File: config.mk
export PLATFORM = sky130hd
export DESIGN_NAME = rgb_pwm_fader
export DESIGN_NICKNAME = d
export VERILOG_FILES = /design/src/rtl/rgb_pwm_pkg.sv /design/src/rtl/rgb_pwm_chan.sv /design/src/rtl/rgb_pwm_fader.sv
export SDC_FILE = /design/constraint.sdc
export NUM_CORES = 1
export LEC_CHECK = 0
export ABC_AREA = 1
export ABC_CLOCK_PERIOD_IN_PS = 6900
export CORE_MARGIN = 5
export CORE_UTILIZATION = 40
export DETAILED_ROUTE_END_ITERATION = 8
export PLACE_DENSITY = 0.57
export SYNTH_ARGS = -nofsm -noshare
export SYNTH_HDL_FRONTEND = slang
export SYNTH_HIERARCHICAL = 1
export SYNTH_SLANG_ARGS = --single-unit
File: constraint.sdc
create_clock -name clk -period 6.9 [get_ports clk]
set_input_delay 1.38 -clock clk [delete_from_list [all_inputs] [get_ports clk]]
set_output_delay 1.38 -clock clk [all_outputs]
set_load 0.01 [all_outputs]
File: src/rtl/rgb_pwm_pkg.sv
// Shared definitions for the RGB PWM fader.
// Contents: fade FSM state enum, cfg_chan channel encodings, default level width.
package rgb_pwm_pkg;

  // Default width of the brightness level and of the PWM period counter
  localparam int PWM_BITS_DEF = 8;

  // cfg_chan encodings
  localparam logic [1:0] CH_R   = 2'd0;
  localparam logic [1:0] CH_G   = 2'd1;
  localparam logic [1:0] CH_B   = 2'd2;
  localparam logic [1:0] CH_ALL = 2'd3;

  // IDLE: every level equals its target; RAMP: at least one channel still fading
  typedef enum logic {
    ST_IDLE = 1'b0,
    ST_RAMP = 1'b1
  } fade_state_t;

endpackage

File: src/rtl/rgb_pwm_chan.sv
// One colour channel of the fader: target register, level that walks one LSB per
// step tick toward the target, compare shadow reloaded only at the end of a PWM
// period, and the registered PWM comparator.
// Ports:
//   clk, rst      - clock, synchronous active-high reset
//   wr_en         - load wr_level into the target register this edge
//   wr_level      - new target brightness
//   step_tick     - fade step strobe from the shared prescaler
//   period_end    - shared PWM counter is at its all-ones value
//   pwm_ctr       - shared free-running PWM counter
//   pwm           - registered PWM output, high while pwm_ctr < shadow
//   differs       - level has not yet reached target
module rgb_pwm_chan
  import rgb_pwm_pkg::*;
#(
  parameter int PWM_BITS = PWM_BITS_DEF
) (
  input  logic                clk,
  input  logic                rst,
  input  logic                wr_en,
  input  logic [PWM_BITS-1:0] wr_level,
  input  logic                step_tick,
  input  logic                period_end,
  input  logic [PWM_BITS-1:0] pwm_ctr,
  output logic                pwm,
  output logic                differs
);

  localparam logic [PWM_BITS-1:0] LVL_ZERO = {PWM_BITS{1'b0}};
  localparam logic [PWM_BITS-1:0] LVL_ONE  = PWM_BITS'(1'b1);

  logic [PWM_BITS-1:0] target_r;
  logic [PWM_BITS-1:0] level_r;
  logic [PWM_BITS-1:0] shadow_r;
  logic                pwm_r;

  // Target register; a tick on the same edge still sees the old value
  always_ff @(posedge clk) begin
    if (rst) begin
      target_r <= LVL_ZERO;
    end else if (wr_en) begin
      target_r <= wr_level;
    end
  end

  // Level moves one LSB toward target per tick; the strict compares stop it at target
  always_ff @(posedge clk) begin
    if (rst) begin
      level_r <= LVL_ZERO;
    end else if (step_tick && (level_r < target_r)) begin
      level_r <= level_r + LVL_ONE;
    end else if (step_tick && (level_r > target_r)) begin
      level_r <= level_r - LVL_ONE;
    end
  end

  // Shadow only changes as the counter wraps, so a period is never cut short
  always_ff @(posedge clk) begin
    if (rst) begin
      shadow_r <= LVL_ZERO;
    end else if (period_end) begin
      shadow_r <= level_r;
    end
  end

  // Registered comparator: output trails pwm_ctr by one cycle
  always_ff @(posedge clk) begin
    if (rst) begin
      pwm_r <= 1'b0;
    end else begin
      pwm_r <= (pwm_ctr < shadow_r);
    end
  end

  assign pwm     = pwm_r;
  assign differs = (target_r != level_r);

endmodule

File: src/rtl/rgb_pwm_fader.sv
// RGB LED fader: three PWM channels whose brightness glides one LSB per fade step
// toward a target written over a valid/ready config port.
// Ports:
//   clk, rst            - clock, synchronous active-high reset
//   cfg_valid/cfg_ready - target write handshake (ready is low only during reset)
//   cfg_chan            - 0=red, 1=green, 2=blue, 3=all channels
//   cfg_level           - target brightness
//   pwm_r/pwm_g/pwm_b   - PWM drive to the LED driver
//   busy                - at least one channel is still fading
module rgb_pwm_fader
  import rgb_pwm_pkg::*;
#(
  parameter int PWM_BITS = PWM_BITS_DEF,
  parameter int STEP_DIV = 1024
) (
  input  logic                clk,
  input  logic                rst,
  input  logic                cfg_valid,
  output logic                cfg_ready,
  input  logic [1:0]          cfg_chan,
  input  logic [PWM_BITS-1:0] cfg_level,
  output logic                pwm_r,
  output logic                pwm_g,
  output logic                pwm_b,
  output logic                busy
);

  localparam int                PRE_W    = $clog2(STEP_DIV);
  localparam logic [PRE_W-1:0]  PRE_LAST = PRE_W'(STEP_DIV - 1);
  localparam logic [PRE_W-1:0]  PRE_ZERO = {PRE_W{1'b0}};
  localparam logic [PRE_W-1:0]  PRE_ONE  = PRE_W'(1'b1);

  logic [PRE_W-1:0]    presc_r;
  logic [PWM_BITS-1:0] pwm_ctr_r;
  logic                tick_s;
  logic                period_end_s;
  logic                cfg_ready_s;
  logic                accept_s;
  logic [2:0]          wr_en_s;
  logic [2:0]          differs_s;
  logic                any_diff_s;
  fade_state_t         state_r;
  fade_state_t         state_nxt_s;
  logic                busy_s;

  // Ready depends only on reset, so a write held across reset lands on the first free edge
  assign cfg_ready_s  = ~rst;
  assign accept_s     = cfg_valid & cfg_ready_s;
  assign tick_s       = (presc_r == PRE_LAST);
  assign period_end_s = (pwm_ctr_r == {PWM_BITS{1'b1}});
  assign any_diff_s   = |differs_s;

  // Fade-step prescaler, 0..STEP_DIV-1; writes never restart it
  always_ff @(posedge clk) begin
    if (rst) begin
      presc_r <= PRE_ZERO;
    end else if (tick_s) begin
      presc_r <= PRE_ZERO;
    end else begin
      presc_r <= presc_r + PRE_ONE;
    end
  end

  // Free-running PWM period counter, wraps naturally at 2^PWM_BITS
  always_ff @(posedge clk) begin
    if (rst) begin
      pwm_ctr_r <= {PWM_BITS{1'b0}};
    end else begin
      pwm_ctr_r <= pwm_ctr_r + PWM_BITS'(1'b1);
    end
  end

  // Decode an accepted write into per-channel target load enables
  always_comb begin
    wr_en_s = 3'b000;
    if (accept_s) begin
      case (cfg_chan)
        CH_R:    wr_en_s = 3'b001;
        CH_G:    wr_en_s = 3'b010;
        CH_B:    wr_en_s = 3'b100;
        CH_ALL:  wr_en_s = 3'b111;
        default: wr_en_s = 3'b000;
      endcase
    end else begin
      wr_en_s = 3'b000;
    end
  end

  rgb_pwm_chan #(.PWM_BITS(PWM_BITS)) u_chan_r (
    .clk(clk), .rst(rst), .wr_en(wr_en_s[0]), .wr_level(cfg_level),
    .step_tick(tick_s), .period_end(period_end_s), .pwm_ctr(pwm_ctr_r),
    .pwm(pwm_r), .differs(differs_s[0])
  );

  rgb_pwm_chan #(.PWM_BITS(PWM_BITS)) u_chan_g (
    .clk(clk), .rst(rst), .wr_en(wr_en_s[1]), .wr_level(cfg_level),
    .step_tick(tick_s), .period_end(period_end_s), .pwm_ctr(pwm_ctr_r),
    .pwm(pwm_g), .differs(differs_s[1])
  );

  rgb_pwm_chan #(.PWM_BITS(PWM_BITS)) u_chan_b (
    .clk(clk), .rst(rst), .wr_en(wr_en_s[2]), .wr_level(cfg_level),
    .step_tick(tick_s), .period_end(period_end_s), .pwm_ctr(pwm_ctr_r),
    .pwm(pwm_b), .differs(differs_s[2])
  );

  // Fade FSM state register
  always_ff @(posedge clk) begin
    if (rst) begin
      state_r <= ST_IDLE;
    end else begin
      state_r <= state_nxt_s;
    end
  end

  // Next state: the FSM follows the registered target/level mismatch one edge later
  always_comb begin
    state_nxt_s = state_r;
    case (state_r)
      ST_IDLE: begin
        if (any_diff_s) begin
          state_nxt_s = ST_RAMP;
        end else begin
          state_nxt_s = ST_IDLE;
        end
      end
      ST_RAMP: begin
        if (any_diff_s) begin
          state_nxt_s = ST_RAMP;
        end else begin
          state_nxt_s = ST_IDLE;
        end
      end
      default: state_nxt_s = ST_IDLE;
    endcase
  end

  // Output decode: busy is a pure function of the state register
  always_comb begin
    busy_s = 1'b0;
    case (state_r)
      ST_RAMP: busy_s = 1'b1;
      ST_IDLE: busy_s = 1'b0;
      default: busy_s = 1'b0;
    endcase
  end

  assign busy      = busy_s;
  assign cfg_ready = cfg_ready_s;

endmodule

==> run summary <==
status - completed
ratio of total power to cell area - 186 mW/mm2
Post-synth EDFFs - 0
CTS Hold Bufs - 0
most common cell in the netlist - nand2_1
Worst-path clk slew - 70 ps
Final ANT Viol Nets - 0
row count - 43
PortBufs - 17
Min-Delay Endpoint - u_chan_g/target_r[7]$_SDFFE_PP0P_
# diodes - 0
synthesized area per cell - 8.03 um2
Setup WS pre-CTS - 2570 ps
DR WL/cell - 13.2 um
crit path time final - 4300 ps
# fillers - 1377
Hold Crit Start - u_chan_g/target_r[7]$_SDFFE_PP0P_
FMAX - 232 MHz
Final TNS setup - 0 ps
Initial Utilization - 40.9%
Synth top cells by count - 96 x nand2_1, 94 x dfxtp_1, 91 x inv_1, 78 x a21oi_1, 69 x ha_1
layout cell share with drive strength beyond 1 - 14.3%
Fin Clk Skew - 6.97 ps
Slew Limit Headroom - 33.9%
dominant synthesized flop cell - dfxtp_1
Distinct cells, synth - 36
Num CTS Buffers - 9
final wirelength - 12000 um
register bit total from synthesis - 94
Req. time, crit path - 5520 ps
HP Class - reg -> reg
htree depth - 3
hold slack final - 461 ps
Core ar. - 0.0139 mm2
crit share post-route - 62.4%
leading area contributor after synthesis - dfxtp_1
Placer Congestion - 0.801
Max Root-Sink Buffers - 2
Hold Path Stages - 2
Vias - 4417
P&R area growth vs syn - 10.3%
Synthesized Nets - 794
final net count - 806
Worst R2R Path Depth - 18
Worst R2R End - u_chan_g/level_r[7]$_SDFFE_PP0P_
initial antenna violation count - 0
Tot GR Track Use - 15.7%
# DRC - 0
Reg-to-Reg Start - presc_r[0]$_SDFF_PP0_
TritonCTS Sinks - 94
placed cell areas - 0.00598 mm2
final setup margin - 2600 ps
post-CTS sizing - 0
CP endpoint kind - output pin
final global-route overflow total - 0
cell count after synthesis - 709
R2R Setup Slk - 3910 ps
Die Y - 129 um
Static Leak - 2.57 nW
Post-DP HPWL - 9100 um
vias per inst - 4.88
RSZ-0062 raised after global routing - false
Die W - 129 um
Slew @ Worst Pin - 987 ps
Crit Path Max Fanout - 14
Hold Vio Cnt, Final - 0
# setup viols final - 0
synthesized area - 0.00569 mm2
Max-cap violations - 0
initial DRC count - 203
Setup Crit Path Kind - in -> out
Post-CTS Setup Repair Bufs - 0
Ys Warns - 6
startpoint types - input pin
data arrival time at the worst-slack endpoint - 2920 ps
post-route design area - 0.00628 mm2
Ports - 18
first-pass GRT wire length - 20900 um
root cell of the clock tree - clkbuf_16
Synth area leaders - dfxtp_1 33%, ha_1 15%, a21oi_1 6.9%
CTS tree - yes
largest net degree at the start of global routing - 25
post-synth top area share - 33.0%
die area - 0.0167 mm2
vias in the first global route - 4386
Finished Layout Cells - 906
TritonRoute pass-1 iters - 4
placed insts - 890
maximum VDD drop - 0.103 mV
register area share after synthesis - 33.0%
fraction of registers with async set or reset after synthesis - 0%
Clk Latency, worst-skew pair - 350 ps
Max Slew Vio Count - 0
-- through the flow --
step | utilization (%) | total power [W]
finish | 45.1 | 0.00117
global route | 45.1 | 0.00122
CTS | 45.1 | 0.00119
detailed placement | 42.9 | 0.000673
global placement | 42.9 | 0.000669
floorplan | - | 0.000640
-- worst max-delay path, cell delays in order --
cell             delay, ps
clkdlybuf4s50_1        690
inv_2                  270
clkdlybuf4s50_1        570
-- area by class of cell --
class                      instances  area, um2  share of cell area, %
multi-input combinational        499       3330                   53.0
sequential                        94       1880                   30.0
inverter                         100        375                   5.98
clock buffer                      12        246                   3.92
tap                              180        225                   3.59
timing repair buffer              17        170                   2.71
clock inverter                     4       55.1                  0.876
-- registers in the layout, summed over array words and instances, names as in the netlist --
register / cells
presc_r: 10
pwm_ctr_r: 8
u_chan_b/level_r: 8
u_chan_b/shadow_r: 8
u_chan_b/target_r: 8
u_chan_g/level_r: 8
u_chan_g/shadow_r: 8
u_chan_g/target_r: 8
u_chan_r/level_r: 8
u_chan_r/shadow_r: 8
u_chan_r/target_r: 8
state_r: 1
u_chan_b/pwm: 1
u_chan_g/pwm: 1
u_chan_r/pwm: 1
-- power by group --
| part | leakage [nW] | total (W) | internal [W] | switching [W] |
|---|---|---|---|---|
| Clock | 0.143 | 0.000508 | 0.000293 | 0.000215 |
| Sequential | 0.762 | 0.000563 | 0.000555 | 0.00000713 |
| Combinational | 1.66 | 0.0000971 | 0.0000380 | 0.0000591 |
| Total | 2.57 | 0.00117 | 0.000886 | 0.000281 |
-- layer usage --
| metal | vias to the layer above | wire (um) | share of wire, % | GRT usage, % |
|---|---|---|---|---|
| li1 | 2371 | - | - | - |
| met1 | 1977 | 5770 | 48 | 19.8 |
| met2 | 46 | 5570 | 47 | 25.9 |
| met3 | 23 | 350 | 2.9 | 3.92 |
| met4 | 0 | 269 | 2.2 | 5.74 |
| met5 | - | 0 | 0 | 0 |
-- worst max path at each step --
stage          start  slack (ps)   endpoint
2_1_floorplan    rst        3860  cfg_ready
3_3_place_gp     rst        2610  cfg_ready
3_5_place_dp     rst        2570  cfg_ready
4_1_cts          rst        2560  cfg_ready
5_1_grt          rst        2470  cfg_ready
6_report         rst        2600  cfg_ready
-- cells by family (layout without fill, tap and decap cells) --
logic type | Yosys count | in the layout | synth area share (%)
AND/OR/NAND/NOR | 228 | 228 | 20.9
AO/OA/AOI/OAI | 179 | 179 | 18.3
buffers and inverters | 116 | 133 | 8.53
flip-flops | 94 | 94 | 33.0
adder cells (fa/ha/maj) | 72 | 72 | 16.2
XOR/XNOR | 20 | 20 | 3.08
-- cells in the final DEF, fill, tap and decap left out, types with 4 or more instances in the layout --
master           Yosys  final
a21oi_1             78     78
inv_1               91     91
nor2_1              47     47
inv_2                8      8
nand2_4              6      6
ha_1                69     69
xor2_1               8      8
nand2_1             96     96
nand4_1              4      4
nor2_2              16     16
nor2_4               6      6
a21oi_2             22     22
nand3_2              7      7
dfxtp_1             94     94
o21ai_0             51     51
o21ai_2             12     12
nand3b_1             5      5
nand3_1             19     19
o21ai_1              9      9
o21a_1               4      4
xnor2_1             12     12
clkdlybuf4s50_1      0     17
nand2_2              7      7
clkbuf_16            0      9
(Power assumes the default switching activity.)
